$ cat config.mk
export PLATFORM = sky130hd
export DESIGN_NAME = entrega_troco
export DESIGN_NICKNAME = d
export VERILOG_FILES = /design/src/rtl/entrega_troco.sv
export SDC_FILE = /design/constraint.sdc
export NUM_CORES = 1
export LEC_CHECK = 0
export CORE_UTILIZATION = 45
export DETAILED_ROUTE_END_ITERATION = 12
export PLACE_DENSITY_LB_ADDON = 0.05
export SYNTH_ARGS = -nofsm -noshare
export SYNTH_HDL_FRONTEND = slang
export SYNTH_SLANG_ARGS = --single-unit
$ cat constraint.sdc
create_clock -name CLK -period 2 [get_ports CLK]
set_input_delay 0.3 -clock CLK [delete_from_list [all_inputs] [get_ports CLK]]
set_output_delay 0.3 -clock CLK [all_outputs]
set_load 0.1 [all_outputs]
$ cat src/rtl/entrega_troco.sv
// Change dispenser controller: runs the product motor, waits for the drop sensor, then ejects change greedily.
// Optional ESPERA timeout (sale converted to full refund) enabled by defining SENSOR_TIMEOUT_EN.
module entrega_troco #(
    parameter int MOTOR_CYCLES   = 4,
    parameter int COIN_PULSE     = 2,
    parameter int SENSOR_TIMEOUT = 255
) (
    input  logic       CLK,
    input  logic       rst,
    input  logic       LP,
    input  logic       DM,
    input  logic [3:0] vTotal,
    input  logic [2:0] vProduto,
    input  logic       sensor,
    output logic       motor,
    output logic       ejeta2,
    output logic       ejeta1,
    output logic       ocupado,
    output logic       fim,
    output logic       erro
);

    localparam int CNT_A   = (MOTOR_CYCLES > COIN_PULSE) ? MOTOR_CYCLES : COIN_PULSE;
    localparam int CNT_MAX = (CNT_A > SENSOR_TIMEOUT) ? CNT_A : SENSOR_TIMEOUT;
    localparam int CW      = $clog2(CNT_MAX + 1);

    typedef enum logic [2:0] {
        IDLE,
        LIBERA,
        ESPERA,
        PULSO,
        INTERVALO,
        FIM
    } state_t;

    state_t        state, state_n;
    logic [3:0]    restante, restante_n;
    logic [CW-1:0] cnt, cnt_n;
    logic          erro_q, erro_n;
    logic          curto;

`ifdef SENSOR_TIMEOUT_EN
    logic [3:0]    vtotal_lat, vtotal_n;
`endif

    assign curto = vTotal < {1'b0, vProduto};

    always_ff @(posedge CLK or negedge rst) begin
        if (!rst) begin
            state      <= IDLE;
            restante   <= '0;
            cnt        <= '0;
            erro_q     <= 1'b0;
`ifdef SENSOR_TIMEOUT_EN
            vtotal_lat <= '0;
`endif
        end else begin
            state      <= state_n;
            restante   <= restante_n;
            cnt        <= cnt_n;
            erro_q     <= erro_n;
`ifdef SENSOR_TIMEOUT_EN
            vtotal_lat <= vtotal_n;
`endif
        end
    end

    always_comb begin
        state_n    = state;
        restante_n = restante;
        cnt_n      = cnt;
        erro_n     = 1'b0;
`ifdef SENSOR_TIMEOUT_EN
        vtotal_n   = vtotal_lat;
`endif
        case (state)
            IDLE: begin
                cnt_n = '0;
                // Refund path covers DM and sales the inserted value cannot pay for; DM has priority.
                if (DM || (LP && curto)) begin
                    restante_n = vTotal;
                    erro_n     = ~DM;
                    state_n    = (vTotal == '0) ? FIM : PULSO;
                end else if (LP) begin
                    restante_n = vTotal - {1'b0, vProduto};
                    state_n    = LIBERA;
`ifdef SENSOR_TIMEOUT_EN
                    vtotal_n   = vTotal;
`endif
                end
            end
            LIBERA: begin
                if (cnt == CW'(MOTOR_CYCLES - 1)) begin
                    cnt_n   = '0;
                    state_n = ESPERA;
                end else begin
                    cnt_n = cnt + CW'(1);
                end
            end
            ESPERA: begin
                if (sensor) begin
                    cnt_n   = '0;
                    state_n = (restante != '0) ? PULSO : FIM;
                end
`ifdef SENSOR_TIMEOUT_EN
                else if (cnt == CW'(SENSOR_TIMEOUT - 1)) begin
                    cnt_n      = '0;
                    erro_n     = 1'b1;
                    restante_n = vtotal_lat;
                    state_n    = (vtotal_lat != '0) ? PULSO : FIM;
                end else begin
                    cnt_n = cnt + CW'(1);
                end
`endif
            end
            PULSO: begin
                if (cnt == CW'(COIN_PULSE - 1)) begin
                    cnt_n      = '0;
                    restante_n = (restante >= 4'd2) ? restante - 4'd2 : restante - 4'd1;
                    state_n    = INTERVALO;
                end else begin
                    cnt_n = cnt + CW'(1);
                end
            end
            INTERVALO: state_n = (restante != '0) ? PULSO : FIM;
            FIM:       state_n = IDLE;
            default:   state_n = IDLE;
        endcase
    end

    assign motor   = (state == LIBERA);
    assign ejeta2  = (state == PULSO) && (restante >= 4'd2);
    assign ejeta1  = (state == PULSO) && (restante <  4'd2);
    assign ocupado = (state != IDLE);
    assign fim     = (state == FIM);
    assign erro    = erro_q;

endmodule

## Word-level counts from Yosys, hierarchy flattened

Index checks and enable logic that the tools add are counted.

- Bits in registers: 16
- Bits of input ports: 12
- Output and inout bits: 6
- Logic and storage cells: 55

- Add/subtract/negate cells: 4
- Order comparisons: 3
- Eq/ne operators: 11
- Mux-type cells: 19
- Bitwise gates (word level): 1
- Reduce and logical (&&, ||, !) cells: 13

Operator list:

| cell | number |
|---|---|
| $pmux 8 s4 | 1 |
| $mux 8 | 3 |
| $mux 3 | 7 |
| $mux 4 | 4 |
| $pmux 3 s5 | 1 |
| $add 8x1->8 const B | 1 |
| $eq 8x1->1 const B | 1 |
| $eq 8x2->1 const B | 1 |
| $pmux 4 s2 | 1 |
| $reduce_bool 4->1 | 2 |
| $eq 3x2->1 const B | 2 |
| $eq 3x3->1 const B | 2 |
| $ge 4x2->1 const B | 1 |
| $logic_not 4->1 | 1 |
| $lt 4x2->1 const B | 1 |
| $lt 4x3->1 | 1 |
| $ne 2x2->1 const B | 2 |
| $reduce_and 4->1 | 1 |
| $sub 4x1->4 const B | 1 |
| $sub 4x2->4 const B | 1 |
| $sub 4x3->4 | 1 |
| $eq 3x1->1 const B | 1 |
| $logic_and 1x1->1 | 3 |
| $logic_not 3->1 | 1 |
| other kinds (9) | 10 |

## Longest topological paths before layout

Gate-level depths: netlist of run 1.

- Word-level depth: 5
- Gate-level depth with buffers: 8
- Mapped depth without buffers: 8

## Worst setup path before layout of run 1

No wires, ideal clock.

- Kind: register to output
- From: register state[1]
- To: output port ejeta1
- Data arrival time: 3.649 ns
- Data required time: 1.700 ns
- Setup slack: -1.949 ns
- Cell stages (with the launch flop): 4
- Buffers on the path: 1
- Path through: dfrtp_1 > clkbuf_1 > nand3b_1 > nor4_1

- Longest elaborated chain between the ends: 2

RTL lines:

| what | RTL line | RTL |
|---|---|---|
| from (decl) | 36 | `state_t state, state_n;` |
| from (signal assigned) | 58 | `state <= state_n;` |
| $eq 3x2->1 | 133 | `assign ejeta1 = (state == PULSO) && (restante < 4'd2);` |
| $logic_and 1x1->1 | 133 |  |
| to (decl) | 17 | `output logic ejeta1,` |

No other way between the ends.

## Worst setup path after layout of run 1

- From: register cnt[6]
- To: register state[1]

- Longest elaborated chain between the ends: 3
- Elaborated cells on any way between the ends: 5
- Classes of those cells: eq/ne: 4; reduce/logical: 1

RTL lines:

| what | RTL line | RTL |
|---|---|---|
| from (decl) | 38 | `logic [CW-1:0] cnt, cnt_n;` |
| from (signal assigned) | 60 | `cnt <= cnt_n;` |
| $eq 8x1->1 / $eq 8x2->1 (equally long branches) | 117, 93 |  |
| $ne 2x2->1 (no source line) / $ne 2x1->1 (equally long branches) | - |  |
| $reduce_and 4->1 (no source line) (*) | - |  |

Every way passes the cells marked *; elsewhere a longest branch is shown, timed or not.
A chain may end at the register's enable or synchronous reset.

==> results of run 1 <==
-- sequential cells by signal (all words and copies together) (netlist names) --
name and count:
cnt 8, erro 1, restante 4, state 3
-- metrics by stage --
step	worst slack [ns]	hold slack, ns
floorplan	-0.214	0.00441
global placement	-0.411	0.545
detailed placement	-0.458	0.565
CTS	0.0123	0.327
global route	-0.0422	0.345
finish	0.0107	0.324
-- layer usage --
| metal | track usage | vias to the layer above | wire [um] |
|---|---|---|---|
| li1 | - | 634 | - |
| met1 | 0.330 | 603 | 1560 |
| met2 | 0.374 | 24 | 1550 |
| met3 | 0.0361 | 4 | 97 |
| met4 | 0.103 | 0 | 57 |
| met5 | 0 | - | 0 |
-- power groups by stage --
stage | registers, mW | logic (mW) | clock network, mW
floorplan | 0.333 | 0.0371 | 0
global placement | 0.333 | 0.0973 | 0
detailed placement | 0.333 | 0.0995 | 0
CTS | 0.327 | 0.108 | 0.222
global route | 0.328 | 0.124 | 0.234
finish | 0.328 | 0.112 | 0.216
-- kinds of logic (layout without fill, tap and decap cells) --
| kind of cell | after synthesis | after routing | share of synthesized area |
|---|---|---|---|
| adders and majority gates | 10 | 10 | 0.107 |
| DFF | 16 | 16 | 0.322 |
| muxes | 2 | 2 | 0.0201 |
| AOI/OAI and AO/OA | 47 | 47 | 0.259 |
| xor gates and xnor gates | 2 | 2 | 0.0141 |
| and+or+nand+nor | 49 | 49 | 0.225 |
| buffers and inverters | 17 | 69 | 0.0533 |
-- how the worst min path moves through the flow --
| stage | start | slack (ns) | depth (start not counted) | to |
|---|---|---|---|---|
| after floorplan | rst | 0.004 | 0 | cnt[0] |
| after CTS | rst | 0.33 | 2 | erro |
| after detailed placement | cnt[0] | 0.57 | 2 | cnt[0] |
| final | rst | 0.32 | 2 | restante[3] |
| after global placement | cnt[0] | 0.54 | 2 | cnt[0] |
| after global routing | rst | 0.35 | 2 | restante[3] |
-- critical path, delay by kind of cell, from the launching register on --
family,cells,cell delay (ns)
AND/OR/NAND/NOR,2,0.68
flip-flops,1,0.39
AO/OA/AOI/OAI,2,0.51
multiplexers,1,0.31
-- timing repair --
action,4_1_cts,5_1_grt
setup buffers,3,4
gates cloned,0,0
setup endpoints to repair,5,7
pin swaps,5,1
resized for setup,5,6
-- layout by cell type (no fill, tap or decap), types with 3 or more instances in the layout --
| cell type | synthesis | final |
|---|---|---|
| a21o_1 | 4 | 4 |
| a21oi_1 | 14 | 10 |
| a21oi_2 | 0 | 4 |
| a31oi_1 | 6 | 5 |
| and3_1 | 3 | 3 |
| buf_12 | 0 | 5 |
| buf_4 | 0 | 37 |
| clkbuf_4 | 0 | 3 |
| clkdlybuf4s50_1 | 0 | 9 |
| dfrtp_1 | 16 | 15 |
| ha_1 | 9 | 7 |
| inv_1 | 12 | 10 |
| nand2_1 | 5 | 5 |
| nand2b_1 | 4 | 3 |
| nand3_1 | 6 | 6 |
| nor2_1 | 12 | 11 |
| nor3_1 | 4 | 3 |
| o21ai_0 | 8 | 6 |
-- area by class of cell --
class / instances / area share
multi-input cells: 110 / 0.465
repair buffers: 53 / 0.257
inverters: 12 / 0.0258
clock buffers: 4 / 0.0192
well taps: 30 / 0.0199
flip-flops and latches: 16 / 0.213
==> impl_metrics.csv, run 1 <==
group,metric,value,unit
logic_synthesis,yosys_warnings,0,
die,die_area,2980,um2
die,design.portCount,18,
final_layout,finish.net_count,218,
global_routing,grt_max_degree,17,
clock_tree,h-tree-depth,1,
die,std_cell_rows,18,
logic_synthesis,post_synth_most_frequent_cells,"16 x dfrtp_1, 14 x a21oi_1, 12 x inv_1, 12 x nor2_1, 9 x ha_1",
hold_path,min_path_type,"in2async",
logic_synthesis,synth.largest_area_cell,"dfrtp_1",
power_and_ir_drop,net-switching-power,0.157,mW
logic_synthesis,synth_cell_types,43,
logic_synthesis,synth.ff_latch_count,16,
power_and_ir_drop,netSwitchingFraction,0.239,
power_and_ir_drop,vdd.ir_drop.worst,408,uV
timing,setup_repair_after_global_routing_missed_its_margin,"yes",
critical_path,worstSetupPathType,"reg2reg",
critical_path,critical_path.endpoint,"state[1]",
timing,min_period_over_period,0.995,
final_layout,number_of_inserted_filler_cells_in_the_final_layout,190,
timing,timing.slew.headroom,0.743,
global_routing,grtUsageTotal,0.241,
critical_path,worstSetupStartpoint,"cnt[6]",
final_layout,post-route-cell-area,1890,um2
logic_synthesis,synthDominantCellAreaShare,0.322,
critical_path,r2r.worst_path.cells,5,
global_routing,first_global_vias,1106,
die,die_width,54.6,um
critical_path,worstReg2RegStart,"cnt[6]",
clock_tree,cts_root_buf,"clkbuf_4",
route,routed_wirelength,3270,um
clock_tree,cts_hold_fix_bufs,0,
die,core-area,2540,um2
power_and_ir_drop,fin_total_pwr,0.656,mW
power_and_ir_drop,leakage,0.864,nW
timing,finClkSkew,0.00255,ns
global_routing,antenna_found_initial,0,
logic_synthesis,synthTopCellsByArea,"dfrtp_1 32%, ha_1 9.1%, a21oi_1 5.6%, inv_1 3.6%, nor2_1 3.6%",
critical_path,r2r_setup_slack,0.01,ns
route,route.antenna.remaining_nets,0,
logic_synthesis,synth_flop_cell,"dfrtp_1",
critical_path,worst_ep_required_time,2.19,ns
route,drt_first_iter_violations,13,
route,avg_wl_per_cell,14.5,um
placement,port-buffer-count,17,
clock_tree,clkTransAtPathRegs,0.09,ns
timing,totalNegativeSetupSlack,0,ns
power_and_ir_drop,power.density_cell_area,348,nW/um2
logic_synthesis,synth_seq_area_share,0.322,
final_layout,finalNonFillerCells,225,
clock_tree,tritoncts.num_buffers,3,
timing,fmax,503,MHz
status,run_status,"complete, no violations",
power_and_ir_drop,seq_power_share,0.499,
die,starting_utilization_of_the_core_area,0.489,
placement,post-dp-hpwl,2400,um
final_layout,drive_above_1_share,0.369,
final_layout,antenna-diode-count,0,
timing,drv_slew,0,
timing,tightestPinTransition,0.382,ns
clock_tree,clock_tree_buf_depth,2,
logic_synthesis,synth_edf_count,0,
timing,timing_hold_violations_final,0,
final_layout,ff_latch_area,402,um2
critical_path,timing.critical_path.slowest_cell_delay,0.58,ns
critical_path,start_kind,"flip-flop",
clock_tree,worst_skew_pair.late_latency,0.29,ns
global_routing,grt-ovfl-total,0,
timing,fin_crit,1.99,ns
logic_synthesis,yosys.cell_count.top_type,"dfrtp_1",
die,dieHeight,54.6,um
route,via_count,1265,
logic_synthesis,synth_nets,165,
power_and_ir_drop,internal_dissipation,0.499,mW
logic_synthesis,cell_area_after_technology_mapping,1240,um2
power_and_ir_drop,clockPowerShare,0.329,
critical_path,path_max_fanout,3,
placement,post-place-cells,214,
power_and_ir_drop,p_comb_frac,0.171,
logic_synthesis,asyncSetResetFlopFracSynth,1.00,
logic_synthesis,synth_cells,143,
flow_run,timing.max_cap.violations,0,
final_layout,postLayoutCoreUtil,0.742,
global_routing,grt_pass1_wl,5000,um
clock_tree,cts_tree,"done",
route,firstDrtPassIters,4,
logic_synthesis,avgSynthCellArea,8.70,um2
route,routed_via_density,5.62,
placement,place_congestion,0.816,
route,route.detailed.drc,0,
timing,timing.final.setup_violations,0,
final_layout,layout-area-overhead-vs-synth,51.8,%
critical_path,worst-endpoint-arrival,2.18,ns
critical_path,crit_chain,"or4_4, o41ai_4, o31a_2, nand3_2, mux2_4",
placement,dpl-instance-area,1770,um2
critical_path,master_of_the_slowest_instance_on_the_critical_path,"or4_4",
final_layout,multiInputGateArea,878,um2
critical_path,crit_path_end_kind,"flip-flop",
critical_path,crit-reg2reg-capture,"state[1]",
clock_tree,cts.sink_count,16,
(Power assumes the default switching activity.)
==> inputs of run 2 (changes only) <==
Settings changed: CTS_BUF_LIST set to sky130_fd_sc_hd__clkbuf_4 sky130_fd_sc_hd__clkbuf_8.
==> results of run 2 <==
Same layout as run 1: the final DEF is identical, and so are final timing and power.
==> inputs of run 3 (changes only) <==
Settings changed: CAP_MARGIN set to 5, SLEW_MARGIN set to 20.
==> results of run 3 <==
Same layout as run 1: the final DEF is identical, and so are final timing and power.
==> variant: new RTL, settings of run 2 <==
Change the parameter `SENSOR_TIMEOUT` from 255 to 510.
--- a/src/rtl/entrega_troco.sv
+++ b/src/rtl/entrega_troco.sv
@@ -4,5 +4,5 @@
     parameter int MOTOR_CYCLES   = 4,
     parameter int COIN_PULSE     = 2,
-    parameter int SENSOR_TIMEOUT = 255
+    parameter int SENSOR_TIMEOUT = 510
 ) (
     input  logic       CLK,
Formal check against the unedited RTL: no difference found for any inputs over 10 cycles, from zero or initial values and one cycle with rst low; that may be too few to reach the edited logic, so the function may still have changed.
==> variant against run 2 <==
  * Wire length is 2.4% higher
  * First-iteration DRC count grew to 3.8 times the old value
  * Setup slack improved by 0.076 ns
  * Sequential share of layout area rose by 2.4 points
  * Worst hold slack gained 0.0071 ns
  * Critical path depth increased by 3
  * Sequential cell count up 1
  * Area after synthesis is 5.2% higher
  * Cell area decreased by 4.7%
Power is left out: it rests on default switching activity, and per cell area and clock period it moved more than threefold.
==> variant: results <==
[global_route]
grtUsageTotal_pct = 22.4
grt_max_degree = 18
grt_pass1_vias = 1297
grt_pass1_wl_microns = 5560

[synth]
synthTopCellsByCount = nor2_1 (20), dfrtp_1 (17), o21ai_0 (15)
synth-adder-area-share_pct = 10.1
synth_compound_area_share_pct = 21.8
syn_nets = 180
synthMuxAreaShare_pct = 2.29
synth-xor-area-share_pct = 0
synth_area_leaders = dfrtp_1 (33%), ha_1 (8.6%), nor2_1 (5.7%), o21ai_0 (5.7%), nand2_1 (3.7%)
yosysSeqAreaShare_pct = 32.5
synth_cell_types = 42
avgSynthCellArea_sq_um = 8.28

[critical_path]
worst_ep_arrival_time_ns = 2.12
r2r_slack_ns = 0.09
critical_path.endpoint = restante[0]$_DFFE_PN0P_
path_max_fanout = 3
r2r_end = restante[2]$_DFFE_PN0P_
critPathSlowestCell = clkdlybuf4s50_1
crit_family = buffers and inverters
reg2reg_from = state[2]$_DFFE_PN0P_
cpPeakStageDelay_ns = 0.47
startpoint = vTotal[1]

[final_layout]
multi_input_area_sq_um = 890
layout_commonest_cell = buf_4
fill_cells = 231
top_regs = cnt: 9 flops, restante: 4 flops, state: 3 flops
final_cell_count_no_fill = 226
layout-drive-gt1-share_pct = 28.2

[clock_network]
insertion_delay_ns = 0.29
ctsResizeCount = 7
clk_path_buf_depth = 2
cts-root-buf = clkbuf_4
postCtsSetupBuffers = 2

[place]
globalplace.congestion = 0.892
post-dp-hpwl_microns = 2440
place_area_sq_um = 1680
dp.cells = 217

[run_status]
run_status = finished clean

[sta]
worst_hold_slack_ns = 0.331
finalClockSkew_ns = 0.00315
relSlewSlack_pct = 61.6

[detailed_routing]
drtIter0Drc = 49
vias_per_cell = 5.81
wire_per_inst_microns = 14.8
-- variant: cell types whose count changed after synthesis, moves of 3 or more --
cell / run 2 / this run
nand2_1: 5 / 13
nor2_1: 12 / 20
a21oi_1: 14 / 7
o21ai_0: 8 / 15
nand4_1: 0 / 4
a21o_1: 4 / 1
-- variant: routing by layer --
metal / vias up / GRT usage [%] / share of wire [%]
li1: 648 / - / -
met1: 622 / 26.7 / 43
met2: 36 / 41.3 / 52
met3: 8 / 2.79 / 3.6
met4: 0 / 8.01 / 1.6
met5: - / 0 / 0
-- variant: final cells by class --
class,instances,area share [%]
clock buffers,4,1.67
inverters,12,2.50
multi-input cells,125,49.4
flip-flops and latches,17,23.6
well taps,31,2.16
repair buffers,37,20.6
-- variant: per-stage QoR --
step	worst slack (ns)	utilization [%]	setup TNS [ns]
final	0.0862	65.2	0
after global placement	-0.487	60.9	-2.44
after detailed placement	-0.608	60.9	-2.95
after global routing	-0.00353	65.2	-0.00353
after CTS	0.00514	63.4	0
after floorplan	-0.201	-	-0.409
